==> config.mk <==
export PLATFORM = sky130hd
export DESIGN_NAME = pix_out_tx
export DESIGN_NICKNAME = d
export VERILOG_FILES = /design/src/rtl/conv_pkg.sv /design/src/rtl/pix_fifo.sv /design/src/rtl/pix_out_tx.sv
export SDC_FILE = /design/constraint.sdc
export NUM_CORES = 1
export LEC_CHECK = 0
export CORE_UTILIZATION = 57
export CTS_CLUSTER_DIAMETER = 50
export DETAILED_ROUTE_END_ITERATION = 16
export PLACE_DENSITY = 0.8
export SETUP_SLACK_MARGIN = 0.02
export SYNTH_ARGS = -nofsm -noshare
export SYNTH_HDL_FRONTEND = slang
export SYNTH_SLANG_ARGS = --single-unit
export TNS_END_PERCENT = 30
==> constraint.sdc <==
create_clock -name clk -period 2.5 [get_ports clk]
set_input_delay 0.375 -clock clk [delete_from_list [all_inputs] [get_ports clk]]
set_output_delay 0.375 -clock clk [all_outputs]
set_load 0.005 [all_outputs]
==> src/rtl/conv_pkg.sv <==
`default_nettype none
// ============================================================================
//  Module      : conv_pkg
//  Description : Shared types for the convolution engine output transmitter.
//  Revision    : 1.0 - initial release
// ============================================================================
package conv_pkg;

    localparam int PIX_TX_STALL_W = 16;
    localparam int PIX_TX_PIX_W   = 8;

    typedef enum logic [1:0] {
        IDLE  = 2'd0,
        RUN   = 2'd1,
        DRAIN = 2'd2,
        DONE  = 2'd3
    } tx_state_e;

    // Reference entry layout at the default pixel width; the transmitter
    // uses the same field order resized to its PIX_BITS.
    typedef struct packed {
        logic [PIX_TX_PIX_W-1:0] data;
        logic                    lastx;
        logic                    lasty;
    } pix_tx_entry_t;

endpackage
`default_nettype wire

==> src/rtl/pix_fifo.sv <==
`default_nettype none
// ============================================================================
//  Module      : pix_fifo
//  Description : Synchronous FIFO with combinational head output.
//  Revision    : 1.0 - initial release
// ============================================================================
module pix_fifo #(
    parameter int WIDTH = 10,
    parameter int DEPTH = 4
) (
    input  logic             clk,
    input  logic             rst,
    input  logic             i_push,
    input  logic [WIDTH-1:0] i_wdata,
    input  logic             i_pop,
    output logic [WIDTH-1:0] o_rdata,
    output logic             o_full,
    output logic             o_empty
);

    localparam int c_ADDR_W = $clog2(DEPTH);

    logic [WIDTH-1:0]  r_mem [DEPTH];
    logic [c_ADDR_W:0] r_wr_ptr;
    logic [c_ADDR_W:0] r_rd_ptr;
    logic              w_push;
    logic              w_pop;

    assign w_push = i_push && !o_full;
    assign w_pop  = i_pop && !o_empty;

    // Extra pointer MSB distinguishes full from empty when addresses match.
    assign o_empty = (r_wr_ptr == r_rd_ptr);
    assign o_full  = (r_wr_ptr[c_ADDR_W] != r_rd_ptr[c_ADDR_W]) &&
                     (r_wr_ptr[c_ADDR_W-1:0] == r_rd_ptr[c_ADDR_W-1:0]);
    assign o_rdata = r_mem[r_rd_ptr[c_ADDR_W-1:0]];

    always_ff @(posedge clk) begin
        if (rst) begin
            r_wr_ptr <= '0;
            r_rd_ptr <= '0;
        end else begin
            if (w_push) begin
                r_wr_ptr <= r_wr_ptr + 1'b1;
            end
            if (w_pop) begin
                r_rd_ptr <= r_rd_ptr + 1'b1;
            end
        end
    end

    always_ff @(posedge clk) begin
        if (w_push) begin
            r_mem[r_wr_ptr[c_ADDR_W-1:0]] <= i_wdata;
        end
    end

endmodule
`default_nettype wire

==> src/rtl/pix_out_tx.sv <==
`default_nettype none
// ============================================================================
//  Module      : pix_out_tx
//  Description : Pixel stream transmitter with row/frame tagging and done.
//                Optional stall counter enabled by PIX_TX_STALL_CNT_EN.
//  Revision    : 1.0 - initial release
// ============================================================================
module pix_out_tx
    import conv_pkg::*;
#(
    parameter int XMAX_BITS  = 10,
    parameter int YMAX_BITS  = 10,
    parameter int PIX_BITS   = 8,
    parameter int FIFO_DEPTH = 4
) (
    input  logic                 clk,
    input  logic                 rst,
    input  logic [XMAX_BITS-1:0] img_width,
    input  logic [YMAX_BITS-1:0] img_height,
    input  logic                 start,
    input  logic [PIX_BITS-1:0]  eng_data,
    input  logic                 eng_valid,
    output logic                 eng_rdy,
    output logic [PIX_BITS-1:0]  pix_out_data,
    output logic                 pix_out_valid,
    input  logic                 pix_out_rdy,
    output logic                 pix_out_lastx,
    output logic                 pix_out_lasty,
    output logic                 done,
`ifdef PIX_TX_STALL_CNT_EN
    output logic                 busy,
    output logic [PIX_TX_STALL_W-1:0] stall_cnt
`else
    output logic                 busy
`endif
);

    typedef struct packed {
        logic [PIX_BITS-1:0] data;
        logic                lastx;
        logic                lasty;
    } entry_t;

    tx_state_e            r_state;
    logic [XMAX_BITS-1:0] r_w_m1;
    logic [YMAX_BITS-1:0] r_h_m1;
    logic [XMAX_BITS-1:0] r_col;
    logic [YMAX_BITS-1:0] r_row;
    logic                 r_busy;
    logic                 r_done;

    entry_t               w_push_entry;
    entry_t               w_head;
    logic                 w_full;
    logic                 w_empty;
    logic                 w_push;
    logic                 w_pop;
    logic                 w_lastx;
    logic                 w_lasty;

    assign w_lastx      = (r_col == r_w_m1);
    assign w_lasty      = (r_row == r_h_m1);
    assign eng_rdy      = (r_state == RUN) && !w_full;
    assign w_push       = eng_valid && eng_rdy;
    assign w_push_entry = {eng_data, w_lastx, w_lasty};

    assign pix_out_valid = !w_empty;
    assign w_pop         = pix_out_valid && pix_out_rdy;

    // The FIFO storage is not reset, so mask the head while empty.
    assign pix_out_data  = w_empty ? '0 : w_head.data;
    assign pix_out_lastx = !w_empty && w_head.lastx;
    assign pix_out_lasty = !w_empty && w_head.lasty;

    assign busy = r_busy;
    assign done = r_done;

    pix_fifo #(
        .WIDTH (PIX_BITS + 2),
        .DEPTH (FIFO_DEPTH)
    ) u_fifo (
        .clk     (clk),
        .rst     (rst),
        .i_push  (w_push),
        .i_wdata (w_push_entry),
        .i_pop   (w_pop),
        .o_rdata (w_head),
        .o_full  (w_full),
        .o_empty (w_empty)
    );

    always_ff @(posedge clk) begin
        if (rst) begin
            r_state <= IDLE;
            r_w_m1  <= '0;
            r_h_m1  <= '0;
            r_col   <= '0;
            r_row   <= '0;
            r_busy  <= 1'b0;
            r_done  <= 1'b0;
        end else begin
            r_done <= 1'b0;
            case (r_state)
                IDLE: begin
                    if (start) begin
                        r_w_m1 <= img_width - 1'b1;
                        r_h_m1 <= img_height - 1'b1;
                        r_col  <= '0;
                        r_row  <= '0;
                        if ((img_width == '0) || (img_height == '0)) begin
                            r_state <= DONE;
                            r_done  <= 1'b1;
                        end else begin
                            r_state <= RUN;
                            r_busy  <= 1'b1;
                        end
                    end
                end
                RUN: begin
                    if (w_push) begin
                        if (w_lastx) begin
                            r_col <= '0;
                            r_row <= r_row + 1'b1;
                        end else begin
                            r_col <= r_col + 1'b1;
                        end
                        if (w_lastx && w_lasty) begin
                            r_state <= DRAIN;
                        end
                    end
                end
                DRAIN: begin
                    // The frame-final entry is the last one pushed, so its
                    // pop also empties the FIFO.
                    if (w_pop && w_head.lastx && w_head.lasty) begin
                        r_state <= DONE;
                        r_busy  <= 1'b0;
                        r_done  <= 1'b1;
                    end
                end
                DONE: begin
                    r_state <= IDLE;
                end
                default: begin
                    r_state <= IDLE;
                end
            endcase
        end
    end

`ifdef PIX_TX_STALL_CNT_EN
    logic [PIX_TX_STALL_W-1:0] r_stall_cnt;

    always_ff @(posedge clk) begin
        if (rst) begin
            r_stall_cnt <= '0;
        end else if ((r_state == IDLE) && start) begin
            r_stall_cnt <= '0;
        end else if (r_busy && pix_out_valid && !pix_out_rdy && (r_stall_cnt != '1)) begin
            r_stall_cnt <= r_stall_cnt + 1'b1;
        end
    end

    assign stall_cnt = r_stall_cnt;
`endif

endmodule
`default_nettype wire
==> implementation parameters <==
Parameter                              Value

Outcome
  Run status ... finished clean

Timing
  Final critical delay including setup and external delays ... 2.39 ns
  Summed negative setup slack over all endpoints ... 0 ns
  RSZ-0062 raised after global routing ... true
  Setup clock skew after layout ... 0.0109 ns
  # setup viols final ... 0
  Worst-case headroom to the max-slew limit ... 0.565
  Final critical-path share of the clock period ... 0.955
  Total count of max-transition violations in the final report ... 0
  Count of endpoints failing hold in the final timing report ... 0
  Fmax ... 419 MHz
  Worst slew pin tran ... 0.644 ns

CTS
  TritonCTS buffer count ... 9
  Maximum clock path buffer count ... 2
  Max H-tree Level ... 3
  Number of sinks driven by the clock tree ... 92
  Latest clock arrival within the worst-skew pair ... 0.36 ns
  Worst-path clk slew ... 0.09 ns
  Root buffer selected by CTS ... sky130_fd_sc_hd__clkbuf_8
  TritonCTS clock tree ... built
  Post-CTS setup repair buffer count ... 0
  Number of hold buffers added after CTS ... 0

Synthesis
  Sequential fraction of the synthesis area ... 0.493
  Ys async rst share ... 0
  Top FF cell, synth ... sky130_fd_sc_hd__dfxtp_1
  Area leader, netlist ... sky130_fd_sc_hd__edfxtp_1
  Synthesized area divided by synthesized cell count ... 10.7 µm²
  Post-synth EDFFs ... 40
  Number of synthesized register bits ... 92
  Post-synth design cell area ... 0.00455 mm²
  Dominant cell by count in the synthesized netlist ... sky130_fd_sc_hd__dfxtp_1
  Distinct cell type count of the synthesized netlist ... 51
  Top cells by count, synth ... 52 x sky130_fd_sc_hd__dfxtp_1, 40 x sky130_fd_sc_hd__edfxtp_1, 34 x sky130_fd_sc_hd__nor2_1
  Net Count, Synth ... 472
  Top cells by area in the synthesized netlist ... sky130_fd_sc_hd__edfxtp_1 26%, sky130_fd_sc_hd__dfxtp_1 23%, sky130_fd_sc_hd__xor2_1 5.4%
  Syn Inst Count ... 425
  Area share of the largest cell type after synthesis ... 0.264
  Number of synthesis warnings ... 0

Critical path
  Worst-path fanout max ... 5
  Timing endpoint of the critical path ... pix_out_data[0]
  Data required, critical path ... 2.12 ns
  Worst setup slack for register-to-register paths ... 0.34 ns
  Data arrival at the endpoint of the critical path ... 2.01 ns
  R2r worst-path depth ... 6
  Element type at the critical path start ... flop
  Worst R2R End ... r_state[1]$_SDFFE_PP0P_
  Endpoint type of the worst setup path ... output pin
  Kind of critical path ... reg -> out
  Worst r2r src ... r_col[4]$_SDFFE_PP0P_

Die
  Std-Cell Rows ... 32
  I/O Pins ... 47
  Chip height ... 91.3 µm
  X dimension of the die ... 91.3 µm
  CORE AREA ... 0.00773 mm²
  Starting utilization of the core area ... 0.589
  Area of the die ... 0.00834 mm²

Power
  Cell area power density ... 827 mW/mm²
  Standby leakage power ... 1.94 nW
  Maximum resistive drop on vdd ... 0.000325 V
  Share of total power in sequential cells ... 0.414
  Combinational fraction of design power ... 0.361
  Net switching power ... 1.48 mW
  Power share of the clock group ... 0.226
  Pint ... 3.01 mW
  Overall power ... 4.50 mW
  Sw Ratio ... 0.330

Layout
  Final-stage net count ... 528
  Total inserted antenna cells ... 0
  Layout cell share with drive strength beyond 1 ... 0.113
  Area grow syn2layout ... 19.5%

GRT
  Largest net degree at the start of global routing ... 41
  Aggregate global routing overflow ... 0
  Wire length of the first global-routing pass ... 15100 µm
  Vias in the first global route ... 3258
  Global-route total usage across every layer ... 0.230
  Number of antenna violations at the first check in global routing ... 0

Detailed routing
  WL final ... 9090 µm
  Violation count after the first detailed-route iteration ... 202
  ANT nets after route ... 0
  Count of unresolved DRC violations after routing ... 0
  Detail-routed via count per cell ... 5.84
  Mean routed wirelength per cell ... 15.5 µm
  Vias after detailed routing ... 3431
  TritonRoute pass-1 iters ... 5

Flow run
  Maximum Capacitance Violations ... 0

Min path
  Number of cells on the worst hold path ... 2
  Type of the tightest min-delay check ... reg -> reg

Placement
  Half-perimeter wire length after detailed placement ... 6360 µm
  Weighted congestion at the end of routability-driven global placement ... 0.852
  Count of input and output buffers ... 46
power groups by stage:
stage / Combinational, mW / Sequential (mW) / Clock [mW]
final: 1.62 / 1.86 / 1.02
after global routing: 1.80 / 1.88 / 1.11
after global placement: 1.52 / 1.88 / 0
after CTS: 1.58 / 1.85 / 1.03
after floorplan: 1.02 / 1.86 / 0
after detailed placement: 1.56 / 1.89 / 0
what timing repair did:
action / in CTS / in global routing
gates cloned: 0 / 1
endpoints found under the setup margin: 1 / 11
gates resized for setup: 2 / 5
worst min-delay path by stage:
stage | startpoint | end | slack, ns
2_1_floorplan | r_state[1]$_SDFFE_PP0P_ | r_state[1]$_SDFFE_PP0P_ | 0.45
5_1_grt | r_state[1]$_SDFFE_PP0P_ | r_state[1]$_SDFFE_PP0P_ | 0.52
3_5_place_dp | r_state[1]$_SDFFE_PP0P_ | r_state[1]$_SDFFE_PP0P_ | 0.49
3_3_place_gp | r_state[1]$_SDFFE_PP0P_ | r_state[1]$_SDFFE_PP0P_ | 0.46
4_1_cts | r_state[1]$_SDFFE_PP0P_ | r_state[1]$_SDFFE_PP0P_ | 0.50
6_report | r_state[1]$_SDFFE_PP0P_ | r_state[1]$_SDFFE_PP0P_ | 0.49
routing by layer:
metal / vias to the layer above / wire length [µm] / GRT usage
met3: 16 / 479 / 0.0469
met4: 0 / 170 / 0.106
met1: 1611 / 3870 / 0.281
met2: 110 / 4580 / 0.391
met5: - / 0 / 0
li1: 1694 / - / -
worst max-delay path, stage by stage (launching register included):
cell and delay, ns:
sky130_fd_sc_hd__dfxtp_2 0.38, sky130_fd_sc_hd__clkbuf_16 0.16, sky130_fd_sc_hd__mux4_2 0.51, sky130_fd_sc_hd__and2_1 0.17, sky130_fd_sc_hd__clkdlybuf4s50_1 0.43
state kept, by name, summed over array words and instances (netlist names), named ones only:
| name | count |
|---|---|
| r_h_m1 | 10 |
| r_row | 10 |
| u_fifo.r_wr_ptr | 3 |
| u_fifo.r_mem | 40 |
| busy | 1 |
| u_fifo.r_rd_ptr | 3 |
| done | 1 |
| r_w_m1 | 10 |
| r_state | 2 |
| r_col | 10 |
layout by cell type, fill, tap and decap left out, types with 11 or more instances in the layout:
cell type,count
sky130_fd_sc_hd__buf_4,15
sky130_fd_sc_hd__nand2_1,28
sky130_fd_sc_hd__inv_1,22
sky130_fd_sc_hd__o21ai_0,11
sky130_fd_sc_hd__nand3_1,14
sky130_fd_sc_hd__a211oi_1,15
sky130_fd_sc_hd__a21oi_1,12
sky130_fd_sc_hd__nor2_1,34
sky130_fd_sc_hd__edfxtp_1,40
sky130_fd_sc_hd__ha_1,13
sky130_fd_sc_hd__clkdlybuf4s50_1,46
sky130_fd_sc_hd__xor2_1,27
sky130_fd_sc_hd__and2_1,16
sky130_fd_sc_hd__dfxtp_1,51
logic make-up (layout without fill, tap and decap cells):
| group | after synthesis | count (layout) | synth area share |
|---|---|---|---|
| muxes | 13 | 13 | 0.0561 |
| buffers and inverters | 41 | 102 | 0.0363 |
| adders and majority gates | 14 | 14 | 0.0385 |
| DFF | 92 | 92 | 0.493 |
| and+or+nand+nor | 140 | 140 | 0.166 |
| xor gates and xnor gates | 37 | 37 | 0.0712 |
| AOI/OAI and AO/OA | 88 | 88 | 0.139 |
per-stage QoR:
stage / hold WS [ns] / utilization / instance area (µm²) / setup slack, ns / instances
detailed placement: 0.487 / 0.670 / 5180 / 0.168 / 571
global route: 0.520 / 0.704 / 5440 / 0.0169 / 588
finish: 0.495 / 0.704 / 5440 / 0.113 / 588
floorplan: 0.451 / - / 4550 / 0.640 / 425
global placement: 0.463 / 0.670 / 5180 / 0.218 / 571
CTS: 0.499 / 0.698 / 5390 / 0.0352 / 587
area by class of cell:
| type | instances | area, µm² |
|---|---|---|
| fill | 552 | 2290 |
| timing repair buffer | 63 | 613 |
| tap | 102 | 128 |
| multi-input combinational | 292 | 2160 |
| inverter | 23 | 86.3 |
| clock inverter | 6 | 71.3 |
| sequential | 92 | 2240 |
| clock buffer | 10 | 138 |
No activity file was read; power rests on OpenSTA's default activity.
